**src/rtl/rotate_arbiter.sv**
```systemverilog
// rotate_arbiter
//   Round-robin arbiter that shares one external 16-bit combinational right
//   rotator (out[i] = in[(i+offset) mod 16]) among N_REQ requesters. The
//   winner's word and rotate amount are driven to the rotator, and the
//   returned result is captured with the winner's ID. The output stage is a
//   single-entry register that can be drained and reloaded in the same cycle.
//
// Ports
//   clk        in   1         clock, rising edge
//   rst        in   1         synchronous active-high reset
//   req_valid  in   N_REQ     per-requester request valid
//   req_ready  out  N_REQ     per-requester accept strobe (one-hot or zero)
//   req_data   in   16*N_REQ  word of requester k in [16k+15:16k]
//   req_amt    in   4*N_REQ   rotate amount of requester k in [4k+3:4k]
//   req_dir    in   N_REQ     0 = rotate right, 1 = rotate left
//   sh_in      out  16        rotator data input
//   sh_offset  out  4         rotator right-rotate offset
//   sh_out     in   16        rotator result
//   rsp_valid  out  1         result register holds valid data
//   rsp_ready  in   1         downstream accepts the result
//   rsp_data   out  16        rotated word
//   rsp_id     out  ID_W      requester that produced rsp_data
//   busy_cnt   out  8         saturating count of pending-but-blocked cycles
module rotate_arbiter #(
   parameter int N_REQ = 4,
   parameter int ID_W  = 2
) (
   input  logic                  clk,
   input  logic                  rst,
   input  logic [N_REQ-1:0]      req_valid,
   output logic [N_REQ-1:0]      req_ready,
   input  logic [16*N_REQ-1:0]   req_data,
   input  logic [4*N_REQ-1:0]    req_amt,
   input  logic [N_REQ-1:0]      req_dir,
   output logic [15:0]           sh_in,
   output logic [3:0]            sh_offset,
   input  logic [15:0]           sh_out,
   output logic                  rsp_valid,
   input  logic                  rsp_ready,
   output logic [15:0]           rsp_data,
   output logic [ID_W-1:0]       rsp_id,
   output logic [7:0]            busy_cnt
);

   localparam logic [ID_W-1:0]  LAST_ID = ID_W'(N_REQ - 1);
   localparam logic [N_REQ-1:0] ONE_HOT = N_REQ'(1);

   // A left rotate by amt equals a right rotate by -amt (4-bit wrap).
   function automatic logic [3:0] rot_offset(input logic [3:0] amt, input logic dir);
      return dir ? (4'd0 - amt) : amt;
   endfunction

   logic            rsp_valid_q, rsp_valid_d;
   logic [15:0]     rsp_data_q,  rsp_data_d;
   logic [ID_W-1:0] rsp_id_q,    rsp_id_d;
   logic [ID_W-1:0] rr_ptr_q,    rr_ptr_d;
   logic [7:0]      busy_q,      busy_d;

   logic            can_accept;
   logic            found_hi, found_lo;
   logic [ID_W-1:0] idx_hi, idx_lo;
   logic [15:0]     data_hi, data_lo;
   logic [3:0]      amt_hi, amt_lo;
   logic            dir_hi, dir_lo;
   logic            grant_vld;
   logic [ID_W-1:0] win_idx;
   logic [15:0]     win_data;
   logic [3:0]      win_amt;
   logic            win_dir;

   assign can_accept = !rsp_valid_q || rsp_ready;

   // Round-robin search split in two passes: lowest valid index at or above
   // rr_ptr wins; otherwise the lowest valid index below rr_ptr (wrap-around).
   // Descending loops let the last (lowest) match overwrite earlier ones.
   always_comb begin
      found_hi = 1'b0;
      found_lo = 1'b0;
      idx_hi   = '0;
      idx_lo   = '0;
      data_hi  = 16'd0;
      data_lo  = 16'd0;
      amt_hi   = 4'd0;
      amt_lo   = 4'd0;
      dir_hi   = 1'b0;
      dir_lo   = 1'b0;
      for (int k = N_REQ - 1; k >= 0; k--) begin
         if (req_valid[k]) begin
            if (k >= int'(rr_ptr_q)) begin
               found_hi = 1'b1;
               idx_hi   = k[ID_W-1:0];
               data_hi  = req_data[16*k +: 16];
               amt_hi   = req_amt[4*k +: 4];
               dir_hi   = req_dir[k];
            end else begin
               found_lo = 1'b1;
               idx_lo   = k[ID_W-1:0];
               data_lo  = req_data[16*k +: 16];
               amt_lo   = req_amt[4*k +: 4];
               dir_lo   = req_dir[k];
            end
         end
      end
   end

   assign win_idx   = found_hi ? idx_hi  : idx_lo;
   assign win_data  = found_hi ? data_hi : data_lo;
   assign win_amt   = found_hi ? amt_hi  : amt_lo;
   assign win_dir   = found_hi ? dir_hi  : dir_lo;

   // No grant while in reset so nothing is handshaken during reset.
   assign grant_vld = can_accept && !rst && (found_hi || found_lo);

   assign req_ready = grant_vld ? (ONE_HOT << win_idx) : '0;
   assign sh_in     = grant_vld ? win_data : 16'd0;
   assign sh_offset = grant_vld ? rot_offset(win_amt, win_dir) : 4'd0;

   always_comb begin
      rsp_valid_d = rsp_valid_q;
      rsp_data_d  = rsp_data_q;
      rsp_id_d    = rsp_id_q;
      rr_ptr_d    = rr_ptr_q;
      busy_d      = busy_q;
      if (grant_vld) begin
         // Covers both an empty register and drain-with-reload (no bubble).
         rsp_valid_d = 1'b1;
         rsp_data_d  = sh_out;
         rsp_id_d    = win_idx;
         rr_ptr_d    = (win_idx == LAST_ID) ? '0 : win_idx + ID_W'(1);
      end else if (rsp_ready) begin
         rsp_valid_d = 1'b0;
      end
      if ((|req_valid) && !can_accept && (busy_q != 8'hFF)) begin
         busy_d = busy_q + 8'd1;
      end
   end

   // ---- output register stage ----
   always_ff @(posedge clk) begin
      if (rst) begin
         rsp_valid_q <= 1'b0;
         rsp_data_q  <= 16'd0;
         rsp_id_q    <= '0;
         rr_ptr_q    <= '0;
         busy_q      <= 8'd0;
      end else begin
         rsp_valid_q <= rsp_valid_d;
         rsp_data_q  <= rsp_data_d;
         rsp_id_q    <= rsp_id_d;
         rr_ptr_q    <= rr_ptr_d;
         busy_q      <= busy_d;
      end
   end

   assign rsp_valid = rsp_valid_q;
   assign rsp_data  = rsp_data_q;
   assign rsp_id    = rsp_id_q;
   assign busy_cnt  = busy_q;

endmodule

```
**config.mk**
```make
export PLATFORM = sky130hd
export DESIGN_NAME = rotate_arbiter
export DESIGN_NICKNAME = d
export VERILOG_FILES = /design/src/rtl/rotate_arbiter.sv
export SDC_FILE = /design/constraint.sdc
export NUM_CORES = 1
export LEC_CHECK = 0
export CAP_MARGIN = 10
export CORE_UTILIZATION = 30
export CTS_CLUSTER_DIAMETER = 120
export DETAILED_ROUTE_END_ITERATION = 12
export PLACE_DENSITY = 0.73
export SLEW_MARGIN = 5
export SYNTH_ARGS = -nofsm -noshare
export SYNTH_HDL_FRONTEND = slang
export SYNTH_SLANG_ARGS = --single-unit
```
**constraint.sdc**
```tcl
create_clock -name clk -period 3.4 [get_ports clk]
set_clock_uncertainty 0.1 [all_clocks]
set_input_delay 0.34 -clock clk [delete_from_list [all_inputs] [get_ports clk]]
set_output_delay 0.34 -clock clk [all_outputs]
set_load 0.01 [all_outputs]
```
## Word-level counts from Yosys, hierarchy flattened

Index checks and enable logic that the tools add are counted.

- Register bits: 29
- Input port bits: 107
- Output and inout bits: 51
- Word-level logic and storage cells: 101

- $add $sub $neg: 3
- Magnitude comparators: 3
- Equality and inequality tests: 2
- Shift-type cells: 1
- Muxes and demuxes: 76
- Reduce and logical (&&, ||, !) cells: 11

Operators with widths:

| kind | count |
|---|---|
| two-way mux 16 bit | 15 |
| two-way mux 4 bit | 17 |
| two-way mux 2 bit | 15 |
| two-way mux 1 bit | 29 |
| adder 8 x 1 -> 8 bit, second input constant | 1 |
| != test 8 bit, second input constant | 1 |
| >= comparator 1 x 2 -> 1 bit, first input constant | 2 |
| logical AND 1 bit | 4 |
| OR reduction 4 bit | 1 |
| left shift 1 x 2 -> 4 bit, first input constant | 1 |
| subtractor 1 x 4 -> 4 bit, first input constant | 1 |
| zero test 1 bit | 3 |
| adder 2 x 1 -> 2 bit, second input constant | 1 |
| equality test 2 bit, second input constant | 1 |
| >= comparator 2 bit, first input constant | 1 |
| logical OR 1 bit | 2 |
| nonzero test 2 bit | 1 |

## Logic depth before layout (Yosys ltp)

- Word-level depth: 11
- Gate-level depth with buffers: 10
- Depth with buffers taken out: 8

## Worst setup path after synthesis

No wires, ideal clock.

- Path kind: input-to-output
- Start: in req_valid[1]
- End: out sh_offset[2]
- Arrival time: 2135 ps
- Required time: 2960 ps
- Path slack: 825 ps
- Stages on the path: 9
- Buffers on the path: 2
- Cell sequence: buf_4 -> and4b_4 -> buf_6 -> a221oi_1 -> a2111oi_1 -> a211oi_2 -> ha_1 -> or3_1 -> nor3b_1

- Word-level cells in the longest chain between the ends: 7

Ends and longest elaborated chain:

| item | RTL line | source |
|---|---|---|
| from (decl) | 30 | `input logic [N_REQ-1:0] req_valid,` |
| two-way mux 4 bit / two-way mux 1 bit (equally long branches) | 88 | `if (req_valid[k]) begin` |
| two-way mux 4 bit / two-way mux 1 bit (equally long branches) | 89 | `if (k >= int'(rr_ptr_q)) begin` |
| two-way mux 4 bit / two-way mux 1 bit (equally long branches) | 88 |  |
| two-way mux 4 bit | 108 | `assign win_amt = found_hi ? amt_hi : amt_lo;` |
| subtractor 1 x 4 -> 4 bit | 50 | `return dir ? (4'd0 - amt) : amt;` |
| two-way mux 4 bit | 50 |  |
| two-way mux 4 bit * | 116 | `assign sh_offset = grant_vld ? rot_offset(win_amt, win_dir) : 4'd0;` |
| to (decl) | 36 | `output logic [3:0] sh_offset,` |

Every way passes the cells marked *; elsewhere a longest branch is shown, timed or not.

## Final worst setup path

- Start: in req_valid[1]
- End: out sh_offset[3]

Same word-level chain as after synthesis.

==> out/results.txt <==
The flow ran to the end, and the final reports show no timing, DRC or antenna violations. The clock insertion delay at the later pin of the skew report was 280 ps. With fillers left out, the area of the finished cells amounts to 4660 µm². The net count after synthesis came out at 490.

The class of the tightest hold or removal check is reg2reg. Worst ir drop on vdd: 0.382 mV. After detailed routing, the number of vias per cell comes to 5.61. The run gives 0 as the count of warnings emitted by yosys.

The largest single stage delay on the critical path is 600 ps. The tools report the aggregate negative setup slack as 0 ps. By instance count, the cell type seen most on the critical path is sky130_fd_sc_hd__clkdlybuf4s50_1. Summing all placed instances gives a cell area of 4500 µm².

158 I/O pins were placed. For this run, the top clock speed supported by timing is 0.303 GHz. The global-route total usage across every layer was 22.9%; the first-pass iteration count of the detailed router was 5. TritonCTS created 5 clock buffers. The number of buffers and inverters on the critical path is 2. The synthesis-to-finish area growth came out at 72.7%. Clock tree synthesis found a total of 29 sinks. From left edge to right edge, the die measures 96.8 µm. Summing the sequential cell areas from Yosys gives 21.5% of the chip area. The worst setup path is launched from an input port.

The count of cell types in the netlist is 53, and the number of global-route vias before repair is 3582. Arrival time at the worst endpoint: 2860 ps. The die is 96.8 µm tall.

Primary flip-flop cell chosen by synthesis mapping: sky130_fd_sc_hd__dfxtp_1. Number of design-rule violations left by the first detailed-router iteration: 199. For this design, the slowest cell found on the critical path is sky130_fd_sc_hd__clkdlybuf4s50_1.

The tightest hold path in the finished design has a slack of 364 ps. For this design the static power due to leakage is 1.87 nW. After floorplanning, the core was sized to cover 8720 µm². For the global placement routability congestion, the log shows 0.953.

The type of element capturing the critical path is an output port. The count of input and output buffers came out at 157. The fraction of final layout cells sized beyond drive strength 1 is 11.0%. TritonCTS built the clock tree.

The mean routed wirelength per cell was 17.2 µm. The run gives 0 as the final hold violation count. For this run, asynchronously set or reset flops after synthesis account for 0%.

Each instance of the synthesized netlist takes up on average 7.16 µm². The half-perimeter wire length after detailed placement is 8190 µm, and the number of synthesized flops with an enable pin is 0. Entering global routing, the biggest net connects 27 pins. Transition at the pin with the smallest max-transition slack: 582 ps. The detail route stage leaves a number of antenna-violating nets equal to 0. The logs give 34 for the number of rows created at floorplan and 3650 for the total via count after detailed routing.

The buffer levels on the longest clock path is 2. Number of antenna violations at the first check in global routing: 0. The count of mapped cells out of synthesis was 377; the cell area power density was 360 nW/µm².

Of all nets on the critical path, the largest fanout is 4. In this run the number of H-tree levels came out at 2. For the total congestion overflow, the log shows 0.

The cell area after technology mapping is 2700 µm², and the final wirelength is 11200 µm. The tool flagged a number of max-cap violations equal to 0. The critical path data required time is 2960 ps. For the count of pins over their slew limit, the log shows 0. The first global-routing pass estimated 17900 µm of wire.

The flip-flop and latch count after synthesis came out at 29. Kind of cell with the highest combined delay on the critical path: buffers and inverters. Measured against its own limit, the worst slew margin works out to 61.0%.

Clock-pin slew was measured on the worst setup and hold paths at 70 ps. Final period utilization: 97.2%. The critical path goes through clkdlybuf4s50_1 > nor2_1 > o21bai_2 > or2_1 > o32a_1 > a31oi_1 > mux2i_1 > clkdlybuf4s50_1.

The post-route minimum period was 3300 ps. Total power for the finished layout comes to 1.68 mW. The post-route DRC violation count is 0, and the post-layout net count is 655. Once the floorplan was initialized, standard cells occupied 30.9% of the core.

The logs give 0 for the count of endpoints failing setup in the final report and 53.5% for the post-layout utilization of the core. 0 antenna diodes ended up in the layout. Type of the setup path with the least slack: in2out. The floorplan step defined a die boundary enclosing 9380 µm². The tree is rooted in a sky130_fd_sc_hd__clkbuf_8.
path summary, 6_finish.rpt:
path | start | slack (ps) | depth (start not counted) | endpoint
hold reg to reg | rsp_id[0] | 360 | 2 | rsp_id[0]
setup reg to reg | busy_cnt[0] | 1210 | 6 | busy_cnt[5]
hold / removal | rsp_id[0] | 360 | 2 | rsp_id[0]
setup / recovery | req_valid[1] | 100 | 8 | sh_offset[3]
through the flow:
| stage | std cells | worst slack [ps] |
|---|---|---|
| 3_3_place_gp | 642 | 16.6 |
| 2_1_floorplan | 377 | 825 |
| 6_report | 651 | 96.5 |
| 5_1_grt | 651 | -78.3 |
| 4_1_cts | 650 | 2.75 |
| 3_5_place_dp | 642 | -5.56 |
synth_stat cells, drive strengths merged, types with 4 or more instances:
cell,count,share of area (%)
a211oi,17,5.1
a21oi,42,7.9
a221o,16,5.9
a221oi,9,2.9
and2,6,1.4
and3,21,4.9
buf,16,3.6
clkbuf,18,2.5
dfxtp,29,22
ha,6,2.8
inv,8,1.1
nand2,52,7.2
nand3,7,1.3
nand3b,20,5.6
nor2,28,3.9
nor3,13,2.4
o211ai,16,4.5
o21ai,9,1.8
or2,4,0.93
or3,4,0.93
xor2,4,1.3
logic make-up after synthesis:
| group | Yosys count | synth area share [%] |
|---|---|---|
| and+or+nand+nor | 168 | 32.3 |
| AOI/OAI and AO/OA | 125 | 33.8 |
| buffers and inverters | 42 | 7.23 |
| DFF | 29 | 21.5 |
| adders and majority gates | 6 | 2.78 |
| xor gates and xnor gates | 5 | 1.62 |
| muxes | 2 | 0.742 |
metal layers:
metal	track usage, %	vias to the layer above	share of wire (%)
met5	0	-	0
met4	5.51	0	1.3
met3	5.71	17	9.6
met2	39.2	198	46
met1	28.6	1694	43
li1	-	1741	-
flip-flops by register name, summed over array words and instances, names as in the netlist:
signal and count:
busy_cnt 8, rr_ptr_q 2, rsp_data 16, rsp_valid 1, rsp_id 2
where the power goes:
part	internal (mW)	switching [mW]
registers	0.367	0.0216
logic	0.444	0.411
clock network	0.291	0.142
total	1.10	0.574
worst register-to-register path: stages, from the launching register on:
cell and delay [ps]:
sky130_fd_sc_hd__dfxtp_1 350, sky130_fd_sc_hd__ha_1 250, sky130_fd_sc_hd__and3_1 220, sky130_fd_sc_hd__a311oi_4 430, sky130_fd_sc_hd__nand4_1 260, sky130_fd_sc_hd__or3_1 370, sky130_fd_sc_hd__a21oi_1 140
cell type report:
type	instances	area (µm²)
clock buffer	5	68.8
multi-input combinational	306	1940
timing repair buffer	192	1840
sequential	29	582
clock inverter	3	65.1
tap	108	135
inverter	8	30.0
fill	822	4060
repair_timing:
item | 4_1_cts | 5_1_grt
setup endpoints to repair | 1 | 3
pin swaps | 1 | 2
gates resized for setup | 2 | 5
setup buffers | 0 | 1
cloned | 0 | 0
hold buffers | 0 | 0
cells in the final DEF, fill, tap and decap left out, types with 3 or more instances in the layout:
master	count
sky130_fd_sc_hd__and2_1	6
sky130_fd_sc_hd__inv_1	8
sky130_fd_sc_hd__o211ai_1	16
sky130_fd_sc_hd__a211oi_1	15
sky130_fd_sc_hd__nor3_1	12
sky130_fd_sc_hd__buf_4	35
sky130_fd_sc_hd__clkbuf_8	5
sky130_fd_sc_hd__clkdlybuf4s50_1	154
sky130_fd_sc_hd__nand3b_1	20
sky130_fd_sc_hd__or3_1	4
sky130_fd_sc_hd__nand2b_1	3
sky130_fd_sc_hd__and3_1	21
sky130_fd_sc_hd__xor2_1	4
sky130_fd_sc_hd__nand3_1	7
sky130_fd_sc_hd__nor2_1	27
sky130_fd_sc_hd__o21ai_0	7
sky130_fd_sc_hd__a21oi_1	41
sky130_fd_sc_hd__dfxtp_1	28
sky130_fd_sc_hd__a221oi_1	9
sky130_fd_sc_hd__ha_1	6
sky130_fd_sc_hd__nand2_1	52
sky130_fd_sc_hd__a221o_1	16
sky130_fd_sc_hd__nand4_1	3
Power figures use the tool's default switching activity.
